**config.mk**
```make
export PLATFORM = sky130hd
export DESIGN_NAME = div_flat
export DESIGN_NICKNAME = d
export VERILOG_FILES = /design/src/rtl/div_pkg.sv /design/src/rtl/div_if.sv /design/src/rtl/div.sv /design/src/flat_wrapper.sv
export SDC_FILE = /design/constraint.sdc
export NUM_CORES = 1
export LEC_CHECK = 0
export ABC_AREA = 0
export BUFFER_PORTS_ARGS = -buffer_cell sky130_fd_sc_hd__buf_4
export CORE_ASPECT_RATIO = 1.5
export CORE_MARGIN = 2
export CORE_UTILIZATION = 60
export CTS_CLUSTER_DIAMETER = 60
export DETAILED_ROUTE_END_ITERATION = 6
export GPL_TIMING_DRIVEN = 0
export PLACE_DENSITY = 0.89
export SYNTH_ARGS = -nofsm -noshare
export SYNTH_HDL_FRONTEND = slang
export SYNTH_SLANG_ARGS = --single-unit
export TNS_END_PERCENT = 1
```
**constraint.sdc**
```tcl
create_clock -name clk -period 3.6 [get_ports clk]
set_input_delay 0.36 -clock clk [delete_from_list [all_inputs] [get_ports clk]]
set_output_delay 0.36 -clock clk [all_outputs]
set_load 0.01 [all_outputs]
```
**src/rtl/div_pkg.sv**
```systemverilog
// Shared definitions for the iterative divider: FSM state encodings,
// handshake levels and the EX-stage opcodes that select a division.
package div_pkg;

  // Divider sequencing states
  typedef enum logic [1:0] {
    DivFree   = 2'b00,
    DivByZero = 2'b01,
    DivOn     = 2'b10,
    DivEnd    = 2'b11
  } div_state_e;

  // Result valid levels
  localparam logic DivResultReady    = 1'b1;
  localparam logic DivResultNotReady = 1'b0;

  // Start request levels
  localparam logic DivStart = 1'b1;
  localparam logic DivStop  = 1'b0;

  // ALU opcodes routed to the divider by EX
  localparam logic [7:0] EXE_DIV_OP  = 8'b0001_1010;
  localparam logic [7:0] EXE_DIVU_OP = 8'b0001_1011;

endpackage

```
**src/rtl/div_if.sv**
```systemverilog
// Request/result bundle between the EX stage (master) and the divider (slave).
interface div_if #(
  parameter int WIDTH = 32
);

  logic               signed_div_i;
  logic [WIDTH-1:0]   opdata1_i;
  logic [WIDTH-1:0]   opdata2_i;
  logic               start_i;
  logic               annul_i;
  logic [2*WIDTH-1:0] result_o;
  logic               ready_o;

  modport master (
    output signed_div_i,
    output opdata1_i,
    output opdata2_i,
    output start_i,
    output annul_i,
    input  result_o,
    input  ready_o
  );

  modport slave (
    input  signed_div_i,
    input  opdata1_i,
    input  opdata2_i,
    input  start_i,
    input  annul_i,
    output result_o,
    output ready_o
  );

endinterface

```
**src/rtl/div.sv**
```systemverilog
// Iterative radix-2 restoring divider, one quotient bit per clock.
//
// state     | meaning
// ----------+---------------------------------------------------------
// DivFree   | idle, waiting for start; outputs held at zero
// DivByZero | divisor was zero, result forced to zero
// DivOn     | WIDTH restoring steps, then sign fix-up
// DivEnd    | result valid while start stays high
module div
  import div_pkg::*;
#(
  parameter int WIDTH = 32
) (
  input logic  clk,
  input logic  rst,
  div_if.slave bus
);

  localparam int             CW      = $clog2(WIDTH) + 1;
  localparam logic [CW-1:0]  CNT_END = CW'(WIDTH);

  div_state_e         r_state;
  logic [CW-1:0]      r_cnt;
  logic [WIDTH-1:0]   r_rem;
  logic [WIDTH-1:0]   r_quo;
  logic [WIDTH-1:0]   r_dvs;
  logic               r_neg_q;
  logic               r_neg_r;
  logic               r_ready;
  logic [2*WIDTH-1:0] r_result;

  logic [WIDTH-1:0]   w_op1_abs;
  logic [WIDTH-1:0]   w_op2_abs;
  logic [WIDTH:0]     w_shift;
  logic [WIDTH:0]     w_sub;
  logic               w_ge;
  logic [WIDTH-1:0]   w_quo_fix;
  logic [WIDTH-1:0]   w_rem_fix;

  // Operand magnitudes; only signed requests fold negatives to positive.
  always_comb begin
    w_op1_abs = bus.opdata1_i;
    w_op2_abs = bus.opdata2_i;
    if (bus.signed_div_i && bus.opdata1_i[WIDTH-1]) w_op1_abs = -bus.opdata1_i;
    if (bus.signed_div_i && bus.opdata2_i[WIDTH-1]) w_op2_abs = -bus.opdata2_i;
  end

  // One restoring step. The remainder is always below the divisor, so the
  // shifted value is below twice the divisor and the top bit of a WIDTH+1
  // bit difference is a clean borrow flag.
  always_comb begin
    w_shift = {r_rem, r_quo[WIDTH-1]};
    w_sub   = w_shift - {1'b0, r_dvs};
    w_ge    = ~w_sub[WIDTH];
  end

  // Sign restoration: quotient negative when signs differ, remainder
  // follows the dividend.
  always_comb begin
    w_quo_fix = r_neg_q ? -r_quo : r_quo;
    w_rem_fix = r_neg_r ? -r_rem : r_rem;
  end

  // Sequencing FSM with registered datapath and outputs.
  always_ff @(posedge clk or negedge rst) begin
    if (!rst) begin
      r_state  <= DivFree;
      r_cnt    <= '0;
      r_rem    <= '0;
      r_quo    <= '0;
      r_dvs    <= '0;
      r_neg_q  <= 1'b0;
      r_neg_r  <= 1'b0;
      r_ready  <= DivResultNotReady;
      r_result <= '0;
    end else begin
      case (r_state)
        DivFree: begin
          r_ready  <= DivResultNotReady;
          r_result <= '0;
          if (bus.start_i == DivStart && !bus.annul_i) begin
            if (bus.opdata2_i == '0) begin
              r_state <= DivByZero;
            end else begin
              r_state <= DivOn;
              r_cnt   <= '0;
              r_rem   <= '0;
              r_quo   <= w_op1_abs;
              r_dvs   <= w_op2_abs;
              r_neg_q <= bus.signed_div_i &
                         (bus.opdata1_i[WIDTH-1] ^ bus.opdata2_i[WIDTH-1]);
              r_neg_r <= bus.signed_div_i & bus.opdata1_i[WIDTH-1];
            end
          end
        end

        DivByZero: begin
          r_rem   <= '0;
          r_quo   <= '0;
          r_state <= DivEnd;
        end

        DivOn: begin
          if (bus.annul_i) begin
            r_state <= DivFree;
          end else if (r_cnt != CNT_END) begin
            r_rem <= w_ge ? w_sub[WIDTH-1:0] : w_shift[WIDTH-1:0];
            r_quo <= {r_quo[WIDTH-2:0], w_ge};
            r_cnt <= r_cnt + CW'(1);
          end else begin
            r_quo   <= w_quo_fix;
            r_rem   <= w_rem_fix;
            r_cnt   <= '0;
            r_state <= DivEnd;
          end
        end

        DivEnd: begin
          if (bus.start_i == DivStart) begin
            r_ready  <= DivResultReady;
            r_result <= {r_rem, r_quo};
          end else begin
            r_state  <= DivFree;
            r_ready  <= DivResultNotReady;
            r_result <= '0;
          end
        end

        default: r_state <= DivFree;
      endcase
    end
  end

  assign bus.ready_o  = r_ready;
  assign bus.result_o = r_result;

endmodule

```
**src/flat_wrapper.sv**
```systemverilog
// flat-port wrapper written by rule: the top's interface ports become plain ports
module div_flat import div_pkg::*;
#(
  parameter int WIDTH = 32
)
  (clk, rst, bus_signed_div_i, bus_opdata1_i, bus_opdata2_i, bus_start_i, bus_annul_i, bus_result_o, bus_ready_o);
  div_if #(.WIDTH(WIDTH)) bus_i ();
  input logic clk;
  input logic rst;
  input wire logic [$bits(bus_i.signed_div_i)-1:0] bus_signed_div_i;
  input wire logic [$bits(bus_i.opdata1_i)-1:0] bus_opdata1_i;
  input wire logic [$bits(bus_i.opdata2_i)-1:0] bus_opdata2_i;
  input wire logic [$bits(bus_i.start_i)-1:0] bus_start_i;
  input wire logic [$bits(bus_i.annul_i)-1:0] bus_annul_i;
  output wire logic [$bits(bus_i.result_o)-1:0] bus_result_o;
  output wire logic [$bits(bus_i.ready_o)-1:0] bus_ready_o;
  assign bus_i.signed_div_i = bus_signed_div_i;
  assign bus_i.opdata1_i = bus_opdata1_i;
  assign bus_i.opdata2_i = bus_opdata2_i;
  assign bus_i.start_i = bus_start_i;
  assign bus_i.annul_i = bus_annul_i;
  assign bus_result_o = bus_i.result_o;
  assign bus_ready_o = bus_i.ready_o;
  div #(.WIDTH(WIDTH)) u_core (.clk(clk), .rst(rst), .bus(bus_i));
endmodule
```
* After elaboration in Yosys (flattened, before gate mapping)
Cells that the tools add are included.
Word-level totals: bits in writable memories 0, input port bits 69, bits in registers 171, output and inout port bits 65, bits in latches 0, bits in read-only memories 0, memories 0
Operators by class: bitwise gates (word level) 5, multiplexer cells 30, reductions and logical operators 14, add/sub/neg operators 6, div/mod/pow operators 0, $lt $le $gt $ge 0, shifts and indexed selects 0, equality and inequality tests 11, multiply operators 0
Operator list (count):
- 32-bit 2-to-1 mux | 13
- 32-bit case mux with 3 select lines | 2
- 32-bit negation | 4
- 64-bit case mux with 2 select lines | 1
- 64-bit 2-to-1 mux | 1
- 33-bit by 32-bit subtractor with 33-bit output | 1
- 32-bit zero test | 1
- 6-bit 2-to-1 mux | 4
- 6-bit case mux with 2 select lines | 1
- 2-bit 2-to-1 mux | 5
- 5-bit AND reduction | 2
- 2-bit case mux with 4 select lines | 1
- 6-bit by 1-bit adder with 6-bit output, second input constant | 1
- 2-bit inequality test, second input constant | 3
- 3-bit by 1-bit inequality test with 1-bit output, second input constant | 2
- 6-bit inequality test, second input constant | 1
- 3-bit AND reduction | 2
- 2-bit equality test, second input constant | 2
- 4-bit AND reduction | 1
- 2-bit nonzero test | 2
- 1-bit logical AND | 3
- 3-bit inequality test, second input constant | 1
- 3-bit nonzero test | 1
- 1-bit bitwise AND | 2
- other kinds (8) | 9

* Longest topological paths before layout
word-level depth 5, depth in mapped cells 14, mapped depth without buffers 12

* Worst setup path after synthesis
Ideal clock, no wire load.
path type register -> register, start point register u_core.r_quo[31], end point register u_core.r_rem[4], path slack 0.329 ns, library setup time 0.122 ns, cell stages (with the launch flop) 15, buffers on the path 2, required time 3.478 ns, arrival time 3.149 ns, cell sequence dfrtp_1 -> inv_1 -> ha_1 -> fa_1 -> nand2b_1 -> a21oi_1 -> o2111ai_1 -> a21boi_0 -> o211ai_1 -> and3_1 -> buf_2 -> nor2_2 -> buf_2 -> nand3_1 -> a32o_1
On the way: cells in the longest elaborated chain, start to end 5
RTL lines:
- start, declared | line div.sv:25 | logic [WIDTH-1:0] r_quo;
- start signal, assigned | line div.sv:88 | r_quo <= w_op1_abs;
- start signal, assigned | line div.sv:108 | r_quo <= {r_quo[WIDTH-2:0], w_ge};
- start signal, assigned | line div.sv:111 | r_quo <= w_quo_fix;
- 33-bit by 32-bit subtractor with 33-bit output | line div.sv:53 | w_sub = w_shift - {1'b0, r_dvs};
- 32-bit 2-to-1 mux | line div.sv:107 | r_rem <= w_ge ? w_sub[WIDTH-1:0] : w_shift[WIDTH-1:0];
- 32-bit 2-to-1 mux | line div.sv:106 | end else if (r_cnt != CNT_END) begin
- 32-bit 2-to-1 mux | line div.sv:104 | if (bus.annul_i) begin
- 32-bit case mux with 3 select lines | line div.sv:77 | case (r_state)
- end signal, assigned | line div.sv:107
- end signal, assigned | line div.sv:112 | r_rem <= w_rem_fix;
- end, declared | line div.sv:24 | logic [WIDTH-1:0] r_rem;
Every way passes these cells. The select of a mux whose other input is x is not followed. A chain may end at the register's enable or synchronous reset.

* Worst setup path after layout
start point register u_core.r_quo[31], end point register u_core.r_rem[7]
The elaborated chain is that of the path after synthesis.

==> results.md <==
- Status: finished, violations left
- Violated checks: design-rule violations
- Netlist cell types: 80
- Die X-Extent: 119 um
- Clock latency on the worst-skew pair: 0.45 ns
- Internal power: 5.36 mW
- DRT met1 WL: 12800 um
- Worst Hold Endpoint: u_core.r_dvs[0]
- Largest family of logic cells by synthesized area: compound AO/OA/AOI/OAI gates
- Register-to-register setup slack: approximately 0.048 ns
- Most frequent cells in the layout: 170 x dfrtp_1, 141 x o21ai_0, 139 x buf_4
- Core area: 19200 um2
- Post-synthesis simple-gate area fraction: 18.9%
- Gr usage total: 36.1%
- Avg Inst Size Synth: between 8 and 9 um2
- Synthesized instance count: ~1400
- Pwr per Cell Area: 712 nW/um2
- Vias in the first global route: 11800
- Synth Net Count: 1532
- Clk slew on worst S/H paths: 0.07 ns
- # IOs: 134
- Worst hold path class: in -> reg
- Arrival @ worst endpoint: roughly 3.9 ns
- Post-Layout Cell Count: 1845
- Placed cells: around 1800
- Seq pwr share: 28.5%
- Power share of the clock group: 20.3%
- Most common cell after layout, fill and taps aside: dfrtp_1
- Worst r2r src: u_core.r_quo[31]
- Total CTS buffers: 17
- Final clock skew: 0.0116 ns
- Root Buffer: clkbuf_16
- Initial antenna violation count: 0
- Setup CP Type: reg -> reg
- Vias per cell: 6.61
- Clk buf depth: 2
- Area post-placement: roughly 13000 um2
- R2R depth: 14
- Fin worst setup slack: roughly 0.048 ns
- Largest net degree at the start of global routing: 93
- GRT Residual Overflow: 0
- Synth Flop Type: dfrtp_1
- Netlist Area Pre-Place: 11800 um2
- Row count: a little over 60
- Finished Cell Area: 14000 um2
- Clk sinks: roughly 170
- # diodes: 0
- Switching Share: 46.1%
- Final core area utilization: 72.6%
- Hold depth: 2
- Synth Area in XOR/XNOR: ~6.6%
- Final Cycle Share: 98.7%
- Slew headroom: 33.1%
- Final net count: 1690
- Worst Tran Pin Value: between 0.9 and 1 ns
- Die height: 176 um
- Hold Worst Slack: 0.192 ns
- Async set-or-reset flop fraction in the synthesized netlist: 100%
- VDD IR max: 0.348 mV
- Vias: 12200
- Net Switching: between 4 and 5 mW
- DRC viols: 6
- Post-synthesis register bit count: roughly 170
- EDFF count, synth: 0
- HPWL Detailed: approximately 28000 um
- Placer Congestion: approximately 1
- Iter 0 DRT Violations: approximately 1700
- CP required: 3.93 ns
- Startpoint types: flop
- Yosys warnings: 0
- Leak: 6.34 nW
- First-pass GRT wire length: 59700 um
- WL met3: approximately 3300 um
- Hold Crit Start: bus_opdata2_i[0]
- Die footprint: 20900 um2
- Setup violators final: 0
- Final Max Tran Viols: 0
- Routed wl met2: between 15000 and 20000 um
- Total of max-cap violations: 0
- Register area share after synthesis: 36.2%
- Logic pwr share: 51.2%
- WL per Instance: just over 20 um
- Crit path time final: 3.55 ns
- WL final: about 38000 um
- Compound-gate portion of the synthesized area: 26.5%
- Top routing layer used: met4
- Adder-cell area share of the yosys netlist: 4.72%
- Fmax achieved: ~280 MHz
- Pre-CTS WS: -0.601 ns
- TritonCTS clock tree: yes
- Mux contribution to synthesized area: under 10%
- Final number of hold-violating endpoints: 0
- Share of cells above drive strength 1: 14.1%
- Final ANT Viol Nets: 0
- Crit Path Max Fanout: 10
- Initial Util: between 60 and 70%
- DR pass1 iterations: 7
- IO Port Bufs: 133
- Crit end category: flop
- Worst r2r dst: u_core.r_rem[7]
- Layout area overhead: 18.2%
- H-Tree Depth: 4
==> registers in the layout, summed over array words and instances (netlist names) <==
signal               flops
u_core.r_rem            32
u_core.r_quo            32
u_core.r_neg_r           1
u_core.r_dvs            32
u_core.r_state           2
u_core.r_neg_q           1
u_core.r_cnt             6
u_core.bus.ready_o       1
u_core.bus.result_o     64
==> synth_stat cells, types with 15 or more instances <==
| cell | count | share of area (%) |
|---|---|---|
| a21o_1 | 17 | 1.1 |
| a21oi_1 | 121 | 5.1 |
| a22o_1 | 66 | 4.9 |
| clkbuf_1 | 65 | 2.1 |
| dfrtp_1 | 171 | 36 |
| ha_1 | 43 | 4.6 |
| inv_1 | 65 | 2.1 |
| nand2_1 | 127 | 4.0 |
| nand2b_1 | 15 | 0.79 |
| nand3_1 | 40 | 1.7 |
| nor2_1 | 114 | 3.6 |
| nor3_1 | 54 | 2.3 |
| o211ai_1 | 16 | 1.0 |
| o21ai_0 | 143 | 6.1 |
| o31ai_1 | 18 | 1.1 |
| or3_1 | 19 | 1.0 |
| xnor2_1 | 46 | 3.4 |
| xor2_1 | 43 | 3.2 |
==> power by group through the flow <==
stage	clock network, mW	registers (mW)	logic [mW]
global route	2.09	2.88	5.54
detailed placement	0	2.84	4.81
CTS	2.01	2.81	4.89
floorplan	0	2.73	3.45
global placement	0	2.81	4.66
finish	2.02	2.83	5.10
==> worst max path at each step <==
| stage | from | to |
|---|---|---|
| 3_5_place_dp | u_core.r_quo[31] | u_core.r_rem[28] |
| 6_report | u_core.r_quo[31] | u_core.r_rem[7] |
| 4_1_cts | u_core.r_quo[31] | u_core.r_rem[8] |
| 5_1_grt | u_core.r_rem[24] | u_core.r_rem[8] |
| 2_1_floorplan | u_core.r_quo[31] | u_core.r_rem[4] |
| 3_3_place_gp | u_core.r_quo[31] | u_core.r_rem[28] |
==> metal layers <==
metal | global-route usage [%] | vias to the layer above
li1 | - | 5503
met1 | 39.9 | 5647
met2 | 63.3 | 813
met3 | 6.14 | 228
met4 | 24.2 | 0
met5 | 0 | -
==> final cells by class <==
class / count / area, um2
plain buffers: 83 / 355
clock buffers: 22 / 474
clock inverters: 9 / 160
fillers: 1505 / 5270
inverters: 66 / 248
multi-input cells: 1099 / 7060
flip-flops and latches: 171 / 4280
well taps: 256 / 320
repair buffers: 139 / 1070
==> logic make-up (layout without fill, tap and decap cells) <==
logic type / count (synthesis) / in the layout
adders and majority gates: 44 / 44
xor gates and xnor gates: 89 / 89
buffers and inverters: 149 / 319
AOI/OAI and AO/OA: 485 / 485
and+or+nand+nor: 458 / 458
DFF: 171 / 171
muxes: 23 / 23
==> worst max-delay path: stages, from the launching register on <==
cell,delay [ns]
dfrtp_1,0.39
inv_1,0.10
ha_2,0.20
fa_1,0.39
nand2b_4,0.18
a21oi_4,0.22
o2111ai_4,0.18
a21boi_2,0.24
o211ai_1,0.17
and3_1,0.24
buf_4,0.19
or2_1,0.26
clkbuf_4,0.22
a211oi_1,0.28
o21ai_0,0.14
==> stage by stage <==
stage,TNS [ns],power [mW]
final,0,9.95
after global routing,-0.0424,10.5
after CTS,0,9.70
after detailed placement,-12.58,7.64
after global placement,-10.64,7.47
after floorplan,0,6.18
==> repair_timing <==
item | in CTS | in global routing
setup endpoints to repair | 32 | 27
hold endpoints to repair | 79 | 0
hold buffers | 1 | 0
setup buffers | 2 | 2
gates resized for setup | 14 | 14
pin swaps | 5 | 3
Note: power is estimated with default switching activity, not from simulation.
